$ cat config.mk
export PLATFORM = sky130hd
export DESIGN_NAME = crc_engine
export DESIGN_NICKNAME = d
export VERILOG_FILES = /design/src/rtl/crc_engine.sv
export SDC_FILE = /design/constraint.sdc
export NUM_CORES = 1
export LEC_CHECK = 0
export ABC_AREA = 1
export CORE_MARGIN = 2
export CORE_UTILIZATION = 45
export DETAILED_ROUTE_END_ITERATION = 8
export PLACE_DENSITY = 0.69
export SYNTH_ARGS = -nofsm -noshare
export SYNTH_HDL_FRONTEND = slang
export SYNTH_SLANG_ARGS = --single-unit
$ cat constraint.sdc
create_clock -name clk -period 1.8 [get_ports clk]
set_input_delay 0.18 -clock clk [delete_from_list [all_inputs] [get_ports clk]]
set_output_delay 0.18 -clock clk [all_outputs]
set_load 0.05 [all_outputs]
$ cat src/rtl/crc_engine.sv
// crc_engine: serial MSB-first CRC/LFSR engine.
// Accepts DATA_W-bit words over a valid/ready handshake and folds one bit per
// clock into a CRC_W-bit register. When the word flagged as last has been
// absorbed, crc_out is updated and crc_valid pulses for one cycle.
//
// state   | meaning
// --------+----------------------------------------------------------------
// S_IDLE  | waiting for a word, in_ready high unless clear is asserted
// S_SHIFT | folding the latched word into crc, one bit per edge
// S_DONE  | crc_out holds the finished checksum, crc_valid high, crc reloads
module crc_engine #(
  parameter int               CRC_W  = 16,
  parameter int               DATA_W = 8,
  parameter logic [CRC_W-1:0] POLY   = 16'h1021,
  parameter logic [CRC_W-1:0] INIT   = 16'hFFFF
) (
  input  logic              clk,
  input  logic              rst,
  input  logic              clear,
  input  logic              in_valid,
  output logic              in_ready,
  input  logic [DATA_W-1:0] in_data,
  input  logic              in_last,
  output logic              busy,
  output logic [CRC_W-1:0]  crc_out,
  output logic              crc_valid
);

  // The counter needs at least one bit so DATA_W=1 still has a legal register.
  localparam int               CNT_W    = (DATA_W > 1) ? $clog2(DATA_W) : 1;
  localparam logic [CNT_W-1:0] CNT_LOAD = CNT_W'(DATA_W - 1);

  typedef enum logic [1:0] {
    S_IDLE  = 2'd0,
    S_SHIFT = 2'd1,
    S_DONE  = 2'd2
  } state_t;

  state_t             state;
  state_t             state_nxt;
  logic [CRC_W-1:0]   crc;
  logic [CRC_W-1:0]   crc_shift;
  logic [DATA_W-1:0]  sh;
  logic [CNT_W-1:0]   cnt;
  logic               last_q;
  logic               fb;
  logic               cnt_zero;

  // Feedback step, handshake/status outputs and next-state selection.
  always_comb begin
    state_nxt = state;
    fb        = crc[CRC_W-1] ^ sh[DATA_W-1];
    crc_shift = {crc[CRC_W-2:0], 1'b0} ^ (fb ? POLY : '0);
    cnt_zero  = (cnt == '0);
    in_ready  = (state == S_IDLE) & ~clear;
    busy      = (state != S_IDLE);
    crc_valid = (state == S_DONE);

    if (clear) begin
      state_nxt = S_IDLE;
    end else begin
      case (state)
        S_IDLE:  if (in_valid) state_nxt = S_SHIFT;
        S_SHIFT: if (cnt_zero) state_nxt = last_q ? S_DONE : S_IDLE;
        S_DONE:  state_nxt = S_IDLE;
        default: state_nxt = S_IDLE;
      endcase
    end
  end

  // State register.
  always_ff @(posedge clk or posedge rst) begin
    if (rst) begin
      state <= S_IDLE;
    end else begin
      state <= state_nxt;
    end
  end

  // Datapath: word capture, bit-serial CRC update and result capture.
  // crc carries across non-last words so a message can span many words;
  // only DONE, clear and rst bring it back to INIT.
  always_ff @(posedge clk or posedge rst) begin
    if (rst) begin
      crc     <= INIT;
      sh      <= '0;
      cnt     <= '0;
      last_q  <= 1'b0;
      crc_out <= '0;
    end else if (clear) begin
      crc    <= INIT;
      sh     <= '0;
      cnt    <= '0;
      last_q <= 1'b0;
    end else begin
      case (state)
        S_IDLE: begin
          if (in_valid) begin
            sh     <= in_data;
            cnt    <= CNT_LOAD;
            last_q <= in_last;
          end
        end
        S_SHIFT: begin
          crc <= crc_shift;
          sh  <= sh << 1;
          if (!cnt_zero) begin
            cnt <= cnt - CNT_W'(1);
          end else if (last_q) begin
            crc_out <= crc_shift;
          end
        end
        S_DONE: begin
          crc    <= INIT;
          last_q <= 1'b0;
        end
        default: begin
          crc <= INIT;
        end
      endcase
    end
  end

endmodule

==> run summary, run 1 <==
Gpl congestion: 0.7785
Syn_nets: 267
Post-synth EDFFs: 0
Critical Path Fanout Max: 2
Simple-Gate Fraction of Synth Area: 0.2809
Buffers added on ports: 31
VDD IR max: 0.0009903 V
Fmax: 608.4 MHz
Diode count: 0
Worst path bufs/invs: 1
Layout area overhead: 23.59%
Die footprint: 5193 sq um
WL/cell: 11.57 um
Setup TNS: 0 ns
Period utilization: 0.9132
Crit path cell chain: clkdlybuf4s50_1
Wirelength, routed: 3967 um
Synth Warn #: 0
Max Slew Vio Count: 0
Max cap viols: 0
Slew HR: 0.6690
Worst-Margin Slew: 0.4949 ns
Total GRT Usage: 0.1780
Core Area: 4414 sq um
Crit-path max cell delay: 0.81 ns
Synth Register Bits: 46
Fin. Hold Viols: 0
Crit-path leading delay family: buffers and inverters
DR WL met2: 1801 um
Critical path type: reg -> out
CTS tree: built
Die width: 72.06 um
DR DRC count: 0
Largest net degree at the start of global routing: 47
Worst Clk Skew: 0.009111 ns
Sequential area share after synthesis: 0.5618
Layout Nets: 305
Outcome: complete, no violations
GRT overflow: 0
Clock latency on the worst-skew pair: 0.30 ns
Post-CTS Repair Setup Buffers: 0
Top_reg_cell synth: dfrtp_1
Adder-cell share of the synthesized area: 0.01200
Routed metal-1 wirelength: 1959 um
Distinct cells, synth: 21
Crit start category: flop
I/O pin count: 32
Clock Sinks: 46
Post-synthesis instance total: 252
Post-DP HPWL: 2749 um
Worst hold path class: in -> async
Syn_area_per_cell: 8.272 sq um
Htree depth: 2
First-pass GRT wire length: 7238 um
Final setup violation count: 0
Die Y-Extent: 72.06 um
Data arrival, critical path: 1.46 ns
Initial drt markers: 93
Pwr/cell area: 1551 nW/um^2
Antenna-violating nets left: 0
Clock buffer depth: 2
Clock-pin slew on the worst setup and hold paths: 0.09 ns
Hold Buf Count CTS: 0
Crit end category: primary output
CP max stage cell: clkdlybuf4s50_1
RSZ-0062 raised after global routing: no
Pre-antenna DRT Iters: 4
Cell Rows: 24
Critical Path RT: 1.62 ns
Xor and xnor area share after synthesis: 0
Synthesized cell area: 2084 sq um
Cell leakage power: 0.001319 uW
Complex-gate fraction of the synthesized area: 0.05882
Initial antenna violation count: 0
Crit path time final: 1.644 ns
Starting Density: 0.4722
Layout cells sized above 1: 0.1443
Vias in the first global route: 1646
Top sig layer: met4
Total length of routed met3 wires: 133 um
Dpl ws: 0.1633 ns
CTS root buf: clkbuf_8
Async SR Flop Fraction: 1.000
Multiplexer share of the synthesized area: 0
Number of buffers created by CTS: 5
Final setup margin: 0.1562 ns
Routed vias: 1626
Vias per std cell: 4.741
Largest family of logic cells by synthesized area: simple AND/OR/NAND/NOR gates
layer usage:
metal	global-route usage	vias up
met4	0.06289	0
li1	-	847
met5	0	-
met1	0.2429	744
met3	0.03889	6
met2	0.2813	29
metrics by stage:
stage | utilization | cell area [sq um] | hold slack (ns) | cells | total power (uW)
floorplan | - | 2085 | 0.3564 | 252 | 2795
global placement | 0.5621 | 2481 | 0.4527 | 335 | 3367
detailed placement | 0.5621 | 2481 | 0.4574 | 335 | 3390
CTS | 0.5831 | 2574 | 0.2378 | 343 | 4031
global route | 0.5836 | 2576 | 0.2468 | 343 | 4265
finish | 0.5836 | 2576 | 0.2218 | 343 | 3996
layout make-up:
type | count | area (sq um)
clock buffers | 5 | 68.82
clock inverters | 3 | 21.27
fillers | 415 | 1838
inverters | 37 | 138.9
multi-input cells | 163 | 738.2
flip-flops and latches | 46 | 1171
well taps | 52 | 65.06
repair buffers | 37 | 372.9
power by group:
part           switching, uW  internal, uW  leakage [uW]  total [uW]
sequential               177          1350      0.000552        1530
clock                    359           273     0.0000441         632
combinational           1230           603      0.000723        1840
flip-flops by register name (all words and copies together), names as in the netlist:
signal / cells
last_q: 1
cnt: 3
crc_out: 16
crc: 16
state: 2
sh: 8
layout by cell type, fill, tap and decap left out:
cell type / instances
nor2_8: 1
clkinv_1: 1
dfrtp_1: 30
dfstp_2: 16
or2_2: 2
o211ai_1: 1
ha_1: 2
a21oi_1: 3
inv_2: 1
buf_12: 2
clkbuf_8: 5
nand3_1: 13
clkdlybuf4s50_1: 28
o21ai_0: 2
o2bb2ai_1: 1
nor2_2: 2
clkinv_2: 1
nand2_1: 115
inv_1: 35
nand3_4: 1
clkinvlp_4: 1
nand2_2: 2
clkinv_4: 1
buf_4: 7
o22ai_1: 13
nor2_1: 5
synthesized netlist by cell type (2+ instances only):
cell type / instances / area [sq um]
inv_1: 36 / 135.1
dfstp_2: 16 / 420.4
ha_1: 2 / 25.02
nor2_1: 6 / 22.52
buf_2: 3 / 15.01
nand2_1: 116 / 435.4
buf_4: 2 / 15.01
o21ai_0: 2 / 10.01
o22ai_1: 13 / 81.33
or2_2: 2 / 12.51
a21oi_1: 3 / 15.01
nand3_1: 13 / 65.06
dfrtp_1: 30 / 750.7
timing repair:
item / 4_1_cts / 5_1_grt
endpoints found under the setup margin: 1 / 1
pin swaps: 0 / 0
gates resized for setup: 1 / 1
path summary, 6_finish.rpt:
path,from,endpoint,slack (ns),cells after the start
max,crc_out[12],crc_out[12],0.16,1
max reg2reg,cnt[0],crc_out[13],0.28,9
max in group asynchronous,rst,crc[11],1.30,3
min reg2reg,crc_out[4],crc_out[4],0.47,2
min,rst,crc_out[14],0.22,3
min in group clk,in_data[0],sh[0],0.46,3
cell families (layout without fill, tap and decap cells):
kind of cell,Yosys count,count (layout)
AO/OA/AOI/OAI,20,20
adder cells (fa/ha/maj),2,2
buffers and inverters,43,82
flip-flops,46,46
AND/OR/NAND/NOR,141,141
Power figures use the tool's default switching activity.
==> inputs of run 2 (changes only) <==
--- a/config.mk
+++ b/config.mk
@@ -6,10 +6,10 @@
 export NUM_CORES = 1
 export LEC_CHECK = 0
 export ABC_AREA = 1
-export CORE_MARGIN = 2
 export CORE_UTILIZATION = 45
 export DETAILED_ROUTE_END_ITERATION = 8
 export PLACE_DENSITY = 0.69
+export SLEW_MARGIN = 20
 export SYNTH_ARGS = -nofsm -noshare
 export SYNTH_HDL_FRONTEND = slang
 export SYNTH_SLANG_ARGS = --single-unit
==> run 2 against run 1 <==
  * Utilization grew 0.62 points
  * Final cell count grew 0.29%
  * Count of clock-buffer cells in the layout is the same
  * Non-clock buffer count grew 1
  * Maximum frequency shrank 2.9%
  * Clock skew shrank 0.0014 ns
  * Setup slack lost 0.049 ns
  * Clock power grew 22%
  * First-iteration DRC count grew 18%
  * Die area shrank 5.5%
  * Largest cell class unchanged
  * Largest power group unchanged
==> run summary, run 2 (same netlist as run 1, synthesis figures left out) <==
Slew HR: 0.6673
Cell Rows: 24
Fmax: 590.9 MHz
Gpl congestion: 0.8109
# resized after CTS: 1
Setup TNS: 0 ns
GRT overflow: 0
Worst Clk Skew: 0.007749 ns
Cell leakage power: 0.001337 uW
Initial drt markers: 110
Crit start category: flop
Crit-path leading delay family: flip-flops
Clock latency on the worst-skew pair: 0.30 ns
Wirelength, routed: 4013 um
Antenna-violating nets left: 0
DR DRC count: 0
Total GRT Usage: 0.1811
Crit path time final: 1.692 ns
Worst-Margin Slew: 0.4975 ns
Crit end category: primary output
CTS root buf: clkbuf_8
Most common cell after layout, fill and taps aside: nand2_1
WL/cell: 11.67 um
Starting Density: 0.4722
Overall power: 4148 uW
Vias per std cell: 4.831
Pwr/cell area: 1593 nW/um^2
Worst path bufs/invs: 2
Critical Path Fanout Max: 11
Design area: 2604 sq um
Layout Nets: 306
Clock-pin slew on the worst setup and hold paths: 0.09 ns
Critical path type: reg -> out
Initial antenna violation count: 0
Critical Path RT: 1.62 ns
Vias in the first global route: 1615
Crit path cell chain: nor2_1 > nand2_2 > inv_1 > buf_12
Data arrival, critical path: 1.51 ns
Worst hold path class: in -> async
Post-DP HPWL: 2685 um
Most frequent cells in the layout: nand2_1 (115), inv_1 (35), dfrtp_1 (30), clkdlybuf4s50_1 (28), dfstp_2 (16)
First-pass GRT wire length: 7086 um
Placed cell area: 2489 sq um
Routed vias: 1662
CTS tree: built
Number of buffers created by CTS: 5
Pre-antenna DRT Iters: 5
Hold Buf Count CTS: 0
Die width: 70.06 um
VDD IR max: 0.001064 V
CP max stage cell: dfrtp_1
Post-CTS Repair Setup Buffers: 0
Layout area overhead: 24.91%
Max Slew Vio Count: 0
Clock buffer depth: 2
Max cap viols: 0
Outcome: complete, no violations
Die footprint: 4908 sq um
Clock Sinks: 46
RSZ-0062 raised after global routing: no
Crit-path max cell delay: 0.46 ns
Layout cells sized above 1: 0.1438
Period utilization: 0.9402
Largest net degree at the start of global routing: 47
Die Y-Extent: 70.06 um
I/O pin count: 32
Final setup violation count: 0
Diode count: 0
Core Area: 4414 sq um
Htree depth: 2
Buffers added on ports: 31
Fin. Hold Viols: 0
Largest registers: crc (16), crc_out (16), sh (8)
## run 2: area by class of cell
class / instances / area, sq um
repair buffers: 38 / 380.4
fillers: 381 / 1810
well taps: 52 / 65.06
multi-input cells: 163 / 735.7
clock buffers: 5 / 68.82
clock inverters: 3 / 43.79
flip-flops and latches: 46 / 1171
inverters: 37 / 138.9
## run 2: path summary, 6_finish.rpt
kind / from / to / slack (ns) / cells after the start
max: state[0] / in_ready / 0.11 / 4
min: rst / last_q / 0.21 / 3
max reg2reg: cnt[0] / crc_out[9] / 0.31 / 9
min reg2reg: crc_out[14] / crc_out[14] / 0.47 / 2
max in group asynchronous: rst / crc[11] / 1.31 / 3
min in group clk: in_data[0] / sh[0] / 0.47 / 3
## run 2: per-stage QoR
stage	util	cells	setup slack (ns)	hold slack, ns
after floorplan	-	252	0.4127	0.3564
after global placement	0.5638	336	0.1907	0.4528
after detailed placement	0.5638	336	0.1469	0.4574
after CTS	0.5899	344	0.08566	0.2257
after global routing	0.5899	344	0.009318	0.2561
final	0.5899	344	0.1076	0.2123
## run 2: per-layer routing
| layer | wire, um | track usage |
|---|---|---|
| met2 | 1843 | 0.2831 |
| met1 | 1983 | 0.2514 |
| met4 | 57 | 0.06000 |
| met3 | 128 | 0.03896 |
| met5 | 0 | 0 |
## run 2: tightest hold or removal path: stages
cell and delay (ns):
clkdlybuf4s50_1 0.40, clkinv_1 0.07, buf_12 0.24
## run 2: where the power goes
| part | switching [uW] | internal, uW | total, uW | leakage (uW) |
|---|---|---|---|---|
| Combinational | 1240 | 609 | 1850 | 0.000727 |
| Sequential | 176 | 1350 | 1530 | 0.000552 |
| Clock | 357 | 416 | 773 | 0.0000585 |
